**src/rtl/disp_mux_4dig.sv**
```systemverilog
// disp_mux_4dig: scans four active-low segment words onto one bus, one anode at a time.
// Optional inter-digit blanking is enabled by defining DISP_MUX_BLANK_EN.
module disp_mux_4dig #(
    parameter int REFRESH_BITS = 18,
    parameter int BLANK_CYCLES = 4
) (
    input  logic       clk,
    input  logic       reset,
    input  logic [7:0] in0,
    input  logic [7:0] in1,
    input  logic [7:0] in2,
    input  logic [7:0] in3,
    output logic [3:0] an,
    output logic [7:0] sseg,
    output logic       frame_tick
);
    if (REFRESH_BITS < 3) begin : g_bad_bits
        $error("REFRESH_BITS must be at least 3");
    end
    if (BLANK_CYCLES >= 2 ** (REFRESH_BITS - 2)) begin : g_bad_blank
        $error("BLANK_CYCLES must be shorter than a digit slot");
    end
    logic [REFRESH_BITS-1:0] r_q;
    logic                    r_wrap;
    logic [1:0]              w_sel;
    logic [7:0]              w_word;
    logic                    w_blank;
    assign w_sel  = r_q[REFRESH_BITS-1:REFRESH_BITS-2];
    assign w_word = w_sel == 2'd0 ? in0 : w_sel == 2'd1 ? in1 : w_sel == 2'd2 ? in2 : in3;
`ifdef DISP_MUX_BLANK_EN
    localparam logic [REFRESH_BITS-3:0] BLANK_LIM = (REFRESH_BITS - 2)'(BLANK_CYCLES);
    assign w_blank = r_q[REFRESH_BITS-3:0] < BLANK_LIM;
`else
    assign w_blank = 1'b0;
`endif
    // Refresh counter plus registered anode/segment/strobe outputs; the strobe is
    // delayed one cycle behind the all-ones count so it lines up with the first digit-0 cycle.
    always_ff @(posedge clk) begin
        if (reset) begin
            r_q        <= '0;
            r_wrap     <= 1'b0;
            an         <= 4'b1111;
            sseg       <= 8'hFF;
            frame_tick <= 1'b0;
        end else begin
            r_q        <= r_q + REFRESH_BITS'(1);
            r_wrap     <= &r_q;
            an         <= w_blank ? 4'b1111 : ~(4'b0001 << w_sel);
            sseg       <= w_blank ? 8'hFF : w_word;
            frame_tick <= r_wrap;
        end
    end
endmodule

```
**config.mk**
```make
export PLATFORM = sky130hd
export DESIGN_NAME = disp_mux_4dig
export DESIGN_NICKNAME = d
export VERILOG_FILES = /design/src/rtl/disp_mux_4dig.sv
export SDC_FILE = /design/constraint.sdc
export NUM_CORES = 1
export LEC_CHECK = 0
export CAP_MARGIN = 20
export CORE_AREA = 2 2 66 68
export CTS_CLUSTER_DIAMETER = 120
export DETAILED_ROUTE_END_ITERATION = 10
export DIE_AREA = 0 0 68 70
export PLACE_DENSITY = 0.61
export SETUP_SLACK_MARGIN = 0.2
export SYNTH_ARGS = -nofsm -noshare
export SYNTH_HDL_FRONTEND = slang
export SYNTH_SLANG_ARGS = --single-unit
```
**constraint.sdc**
```tcl
create_clock -name clk -period 1.6 [get_ports clk]
set_input_delay 0.4 -clock clk [delete_from_list [all_inputs] [get_ports clk]]
set_output_delay 0.4 -clock clk [all_outputs]
set_load 0.1 [all_outputs]
```
# Yosys cells after proc, flatten, opt, wreduce, memory -nomap -nowiden
# Cells that the tools add are included.
# W data, S select, Z words.
[word_totals]
regBits = 32
inputBits = 34
output_inout_bits = 13
word_cells = 15
[op_classes]
add_sub_neg = 1
n_eq_ne = 2
n_shift = 1
n_mux = 3
n_bitwise = 1
reduce_logical = 2
[ops]
columns = ["op", "count"]
rows = [
  ["$mux W8", 3],
  ["$add A18 B1 Y18 const B", 1],
  ["$reduce_and A18 Y1", 1],
  ["$not A4 Y4", 1],
  ["$shl A1 B2 Y4 const A", 1],
  ["$eq A2 B1 Y1 const B", 1],
  ["$eq A2 B2 Y1 const B", 1],
  ["$logic_not A2 Y1", 1],
]

# Logic depth before layout (Yosys ltp)
# Gate-level depths: netlist of the first run.
[logic_depth]
ltp_word = 4
mapped_depth = 5
mapped_depth_nobuf = 5

# Worst setup path after synthesis of the first run
# No wires, ideal clock.
[synth_path]
path_type = "reg2reg"
from = "register r_q[16]"
to = "register sseg[4]"
setup_ns = 0.120
arrival_time_ns = 1.322
required_ns = 1.480
setup_slack_ns = 0.158
stages_incl_launch_ff = 4
n_path_buf = 1
synth_period_minus_slack_ns = 1.442
cell_sequence = "dfxtp_1 > buf_2 > mux4_2 > or2_1"
[synth_via]
elab_chain_len = 4
[synth_lines]
columns = ["item", "line_no", "rtl"]
rows = [
  ["start: declaration", "23", "logic [REFRESH_BITS-1:0] r_q;"],
  ["start signal: assignment", "46", "r_q <= r_q + REFRESH_BITS'(1);"],
  ["$eq A2 B2 Y1", "29", "assign w_word = w_sel == 2'd0 ? in0 : w_sel == 2'd1 ? in1 : w_sel == 2'd2 ? in2 : in3;"],
  ["$mux W8 (2 in series)", "29", ""],
  ["$mux W8 *", "29", ""],
  ["end signal: assignment", "49", "sseg <= w_blank ? 8'hFF : w_word;"],
  ["end: declaration", "14", "output logic [7:0] sseg,"],
]
# Mark *: on every way between the ends. The rest lies on a longest branch, timed or not.
# A chain may end at the register's enable or synchronous reset.

# Worst setup path after layout of the first run
[layout_path]
from = "input port in3[7]"
to = "register sseg[7]"
[layout_via]
elab_chain_len = 3
[layout_lines]
columns = ["item", "line_no", "rtl"]
rows = [
  ["start: declaration", "12", "input logic [7:0] in3,"],
  ["$mux W8 (3 in series)", "29", ""],
]
# Every way passes these cells.

==> flow_summary_export.csv, run 1 <==
group,metric,value,unit
run_status,outcome,"finished clean",
power,p_per_area,785,nW/um^2
sta,setup_viol,0,
sta,finalHoldViolCount,0,
yosys,ys.flop_type,"dfxtp_1",
yosys,ys_seq_elements,32,
placement,numPortBuffers,46,
yosys,synth_nets,164,
yosys,avgSynthCellArea,10.5,sq um
yosys,ys_seq_area_share,47.5,%
power,peakVddDrop,0.526,mV
cells_and_area,layout_common_cells,"33 x clkdlybuf4s50_1, 22 x dfxtp_1, 15 x buf_12, 14 x nor2_1",
worst_setup_path,crit_fanout,1,
detailed_routing,totalWireLength,3.59,mm
cts,cts.sink_count,32,
detailed_routing,drc_errors,0,
global_route,antenna_found_initial,0,
cts,cts_buffer_depth,2,
worst_hold_path,hold_path.class,"flop to flop",
global_route,use_met1,17.6,%
floorplan,die-area,4760,sq um
worst_setup_path,path_class,"input pin to flop",
sta,post-route-min-period,1.37,ns
global_route,grt_pass1_wl,5.65,mm
cts,cts_root_buffer,"clkbuf_8",
worst_setup_path,cp_cell_sequence,"clkdlybuf4s50_1, mux4_2, or2_2",
yosys,syn_inst,129,
detailed_routing,drt-initial-drc-count,47,
sta,worstMarginPinSlew,0.441,ns
worst_setup_path,worstPathArrival,1.54,ns
cells_and_area,drive_gt1_share,31.4,%
sta,finalCritPeriodShare,85.4,%
cts,cts_tree,"done",
run,maxCapViolCount,0,
global_route,track_usage,16.2,%
sta,max_freq,732,MHz
detailed_routing,ant_nets,0,
power,total_power,0.00176,W
sta,fin_setup_tns,0,ns
worst_setup_path,worstPathRequired,1.78,ns
sta,skew,0.0106,ns
placement,dp_hpwl,2.58,mm
cts,clk_pin_slew,0.07,ns
global_route,use_met2,28.4,%
yosys,synth_edf_count,0,
detailed_routing,wire_per_inst,15.1,microns
placement,gp_congestion,0.777,
global_route,grt_max_degree,26,
global_route,globalRoute.totalOverflow,0,
sta,rsz0062_at_grt,"no",
yosys,ys_async_sr_fraction,0,%
cells_and_area,area_growth,66.1,%
floorplan,rows,24,
detailed_routing,drt_pre_antenna_iters,4,
power,p_leak,0.816,nW
worst_setup_path,crit_family,"multiplexers",
cells_and_area,layout_commonest_cell,"clkdlybuf4s50_1",
worst_setup_path,slowest_delay,0.46,ns
sta,drv_slew,0,
global_route,first_global_vias,1195,
floorplan,start_util,32.5,%
cts,cts_hold_buf,0,
worst_setup_path,cp-start-kind,"input pin",
cts,clock_latency,0.29,ns
worst_setup_path,crit_slowest_cell,"mux4_2",
worst_setup_path,end_kind,"flop",
sta,relSlewSlack,70.5,%
yosys,ys_warn_count,0,
yosys,yosysUniqueCellTypes,32,
global_route,grt_use_met3,4.03,%
global_route,busiest_layer,"met2",
floorplan,ios,47,
floorplan,die_h,70,microns
cells_and_area,diodes,0,
cts,h-tree-depth,2,
cts,cts_made_buffers,5,
detailed_routing,dr_total_vias,1159,
worst_setup_path,crit_buf_inv,1,
yosys,netlist_area,1350,sq um
cells_and_area,final_nets,219,
floorplan,coreArea,4140,sq um
detailed_routing,vias_per_cell,4.89,
floorplan,fp.dieW,68,microns
worst paths after layout:
kind	startpoint	end	slack, ns	cells after the start
setup / recovery	in3[7]	sseg[7]	0.23	3
hold / removal	r_wrap	frame_tick	0.44	1
setup reg to reg	r_q[16]	sseg[7]	0.23	3
hold reg to reg	r_wrap	frame_tick	0.44	1
where the power goes:
group / internal (W) / total (W) / switching, W
Combinational: 0.000153 / 0.000282 / 0.000130
Sequential: 0.000809 / 0.000832 / 0.0000224
Clock: 0.000349 / 0.000644 / 0.000295
kinds of logic (layout without fill, tap and decap cells):
family,count (synthesis),count (layout),synth area share (%)
and+or+nand+nor,58,58,23.7
muxes,9,9,14.1
adders and majority gates,1,1,0.927
xor gates and xnor gates,10,10,6.49
AOI/OAI and AO/OA,10,10,4.08
DFF,32,32,47.5
buffers and inverters,9,65,3.15
flip-flops by register name, summed over array words and instances, names as in the netlist:
name,count
r_q,18
sseg,8
an,4
frame_tick,1
r_wrap,1
metrics by stage:
stage               cell area, sq um  setup WS (ns)  hold WS, ns  utilization [%]  cells
floorplan                       1350          0.201        0.414                -    129
global placement                2040        -0.0384        0.423             49.2    226
detailed placement              2040        -0.0697        0.429             49.2    226
CTS                             2160          0.169        0.437             52.0    236
global route                    2240          0.180        0.461             54.1    237
finish                          2240          0.233        0.440             54.1    237
routing by layer:
layer  vias to the layer above  wire, microns
li1                        558              -
met1                       569           1290
met2                        27           2110
met3                         5            107
met4                         0             75
met5                         -              0
timing repair:
action                     CTS  global route
setup endpoints to repair   13            11
buffers inserted             2             1
cloned                       0             0
pin swaps                    1             3
gates resized for setup      5            20
worst reg2reg max path: cells and delay by family (launching register included):
| family | cells | cell delay [ns] |
|---|---|---|
| flip-flops | 1 | 0.36 |
| buffers and inverters | 1 | 0.13 |
| multiplexers | 1 | 0.49 |
| AND/OR/NAND/NOR | 1 | 0.28 |
synthesized netlist by cell type (3+ instances only):
cell type	n	share of area [%]
a21oi_1	5	1.9
clkbuf_1	4	1.1
dfxtp_1	32	47
inv_1	3	0.83
mux4_2	8	13
nand2_1	7	1.9
nand3_1	4	1.5
nand4_1	3	1.4
nor2_1	14	3.9
nor3_1	4	1.5
o21ai_0	3	1.1
or2_1	6	2.8
or2_2	4	1.9
or3_1	3	1.4
xnor2_1	8	5.2
area by class of cell:
cell class | instances | area [sq um]
inverter | 3 | 11.3
tap | 52 | 65.1
multi-input combinational | 88 | 729
clock inverter | 1 | 7.51
sequential | 32 | 666
timing repair buffer | 54 | 676
clock buffer | 7 | 86.3
fill | 368 | 1900
Power figures use the tool's default switching activity.
==> inputs of run 2 (changes only) <==
--- a/config.mk
+++ b/config.mk
@@ -8,10 +8,12 @@
 export CAP_MARGIN = 20
 export CORE_AREA = 2 2 66 68
 export CTS_CLUSTER_DIAMETER = 120
+export CTS_CLUSTER_SIZE = 40
 export DETAILED_ROUTE_END_ITERATION = 10
 export DIE_AREA = 0 0 68 70
-export PLACE_DENSITY = 0.61
+export PLACE_DENSITY = 0.59
 export SETUP_SLACK_MARGIN = 0.2
 export SYNTH_ARGS = -nofsm -noshare
 export SYNTH_HDL_FRONTEND = slang
 export SYNTH_SLANG_ARGS = --single-unit
+export TNS_END_PERCENT = 10
==> run 2 against run 1 <==
  * Clock skew is 0.0029 ns lower
  * First-iteration DRC count is 55% lower
  * Final cell count stayed put
  * Global-route usage is 1.4 points lower
  * Power is 0.15% lower
  * Clock-buffer cell count is 1 higher
  * Clock power is 1% lower
  * Utilization is 1.4 points lower
  * Sequential cell count stayed put
  * Critical endpoint is now sseg[0]
  * Highest routed layer unchanged
==> flow_summary_export.csv, run 2 (synthesized netlist as in run 1, its figures left out) <==
group,metric,value,unit
power,p_sw_share,24.8,%
floorplan,rows,24,
placement,numPortBuffers,46,
sta,post-route-min-period,1.37,ns
cells_and_area,finalNonFillerCells,237,
cells_and_area,largest_reg_flops,18,
cells_and_area,final_nets,219,
cells_and_area,layout_commonest_cell,"clkdlybuf4s50_1",
floorplan,die-area,4760,sq um
worst_setup_path,end_kind,"flop",
cells_and_area,layout.filler_cells,375,
cts,cts_tree,"done",
global_route,grt_pass1_wl,5.20,mm
cts,h-tree-depth,2,
cells_and_area,area_growth,62.0,%
worst_setup_path,worstPathArrival,1.54,ns
cts,cts_root_buffer,"clkbuf_8",
sta,skew,0.00771,ns
sta,worstMarginPinSlew,0.443,ns
worst_setup_path,r2r-start,"r_q[16]",
worst_setup_path,path_class,"input pin to flop",
cts,cts.sink_count,32,
cells_and_area,finalCoreUtilization,52.7,%
floorplan,die_h,70,microns
power,p_int,0.00132,W
power,total_power,0.00176,W
global_route,track_usage,14.8,%
run_status,outcome,"finished clean",
cts,cts_made_buffers,5,
cells_and_area,diodes,0,
placement,gp_congestion,0.831,
detailed_routing,dr_total_vias,1139,
power,combPwrFrac,16.2,%
worst_hold_path,hold_path.class,"flop to flop",
cells_and_area,top_regs,"r_q x18, sseg x8, an x4",
worst_setup_path,crit_slowest_cell,"mux4_2",
floorplan,coreArea,4140,sq um
cells_and_area,drive_gt1_share,28.6,%
worst_setup_path,cp_cell_sequence,"clkdlybuf4s50_1, mux4_2, or2_2",
cts,clk_pin_slew,0.07,ns
worst_setup_path,reg2reg_slack,0.23,ns
worst_setup_path,cp-startpoint,"in0[0]",
placement,placed_area,2040,sq um
sta,drv_slew,0,
worst_setup_path,cp-start-kind,"input pin",
global_route,antenna_found_initial,0,
floorplan,fp.dieW,68,microns
placement,dp_hpwl,2.50,mm
sta,finalCritPeriodShare,85.6,%
detailed_routing,ant_nets,0,
cells_and_area,fin_area,2180,sq um
cts,clock_latency,0.28,ns
power,netSwitchingPower,0.000435,W
global_route,first_global_vias,1155,
sta,finalHoldViolCount,0,
worst_setup_path,worstPathRequired,1.77,ns
worst_setup_path,slowest_delay,0.45,ns
worst_setup_path,crit_buf_inv,1,
cells_and_area,layout_common_cells,"33 x clkdlybuf4s50_1, 23 x dfxtp_1, 14 x nor2_1, 14 x buf_12, 9 x dfxtp_2",
detailed_routing,drt_pre_antenna_iters,4,
global_route,globalRoute.totalOverflow,0,
power,p_leak,0.812,nW
worst_setup_path,crit_fanout,1,
floorplan,start_util,32.5,%
placement,dp.cells,228,
worst_setup_path,crit_family,"multiplexers",
detailed_routing,drt-initial-drc-count,21,
run,maxCapViolCount,0,
floorplan,ios,47,
placement,dp_slack,-0.0657,ns
sta,setup_viol,0,
power,peakVddDrop,0.396,mV
power,clockPowerShare,36.3,%
cells_and_area,regMostFlops,"r_q",
sta,max_freq,730,MHz
cts,cts_buffer_depth,2,
detailed_routing,wire_per_inst,13.5,microns
detailed_routing,drc_errors,0,
detailed_routing,totalWireLength,3.20,mm
sta,rsz0062_at_grt,"yes",
sta,worst_slack,0.231,ns
global_route,grt_max_degree,22,
detailed_routing,vias_per_cell,4.81,
power,p_per_area,804,nW/um^2
power,p_seq_share,47.6,%
worst_hold_path,min_from,"r_wrap",
sta,relSlewSlack,70.4,%
## run 2: worst register-to-register path, stage by stage (launching register included)
cell and delay, ns:
dfxtp_2 0.38, buf_4 0.18, mux4_2 0.50, or2_1 0.21
## run 2: cell type report
type / count / area [sq um] / area share, %
Multi-Input combinational cell: 88 / 703 / 32.2
Tap cell: 52 / 65.1 / 2.98
Inverter: 3 / 11.3 / 0.515
Sequential cell: 32 / 652 / 29.8
Timing Repair Buffer: 54 / 663 / 30.4
Clock buffer: 8 / 90.1 / 4.12
## run 2: repair_timing
| action | CTS | global route |
|---|---|---|
| resized for setup | 3 | 13 |
| hold buffers | 0 | 0 |
| pin swaps | 0 | 2 |
| buffers inserted | 0 | 1 |
| setup endpoints to repair | 10 | 17 |
## run 2: per-layer routing
layer / vias up / GRT usage [%] / wire length, microns
li1: 562 / - / -
met3: 11 / 4.19 / 128
met2: 27 / 24.8 / 1680
met4: 0 / 8.22 / 131
met1: 539 / 16.3 / 1270
met5: - / 0 / 0
## run 2: power groups by stage
stage	combinational (W)	clock, W	sequential, W
floorplan	0.0000409	0	0.000931
global placement	0.000274	0	0.000849
detailed placement	0.000278	0	0.000850
CTS	0.000280	0.000664	0.000833
global route	0.000297	0.000699	0.000837
finish	0.000284	0.000637	0.000835
## run 2: final timing paths
| path | end | cells past startpoint |
|---|---|---|
| max | sseg[0] | 3 |
| min | frame_tick | 1 |
| max reg2reg | sseg[4] | 3 |
| min reg2reg | frame_tick | 1 |
## run 2: per-stage QoR
step / setup TNS (ns) / hold slack [ns]
after floorplan: 0 / 0.414
after global placement: -0.0740 / 0.428
after detailed placement: -0.113 / 0.425
after CTS: 0 / 0.435
after global routing: 0 / 0.459
final: 0 / 0.430
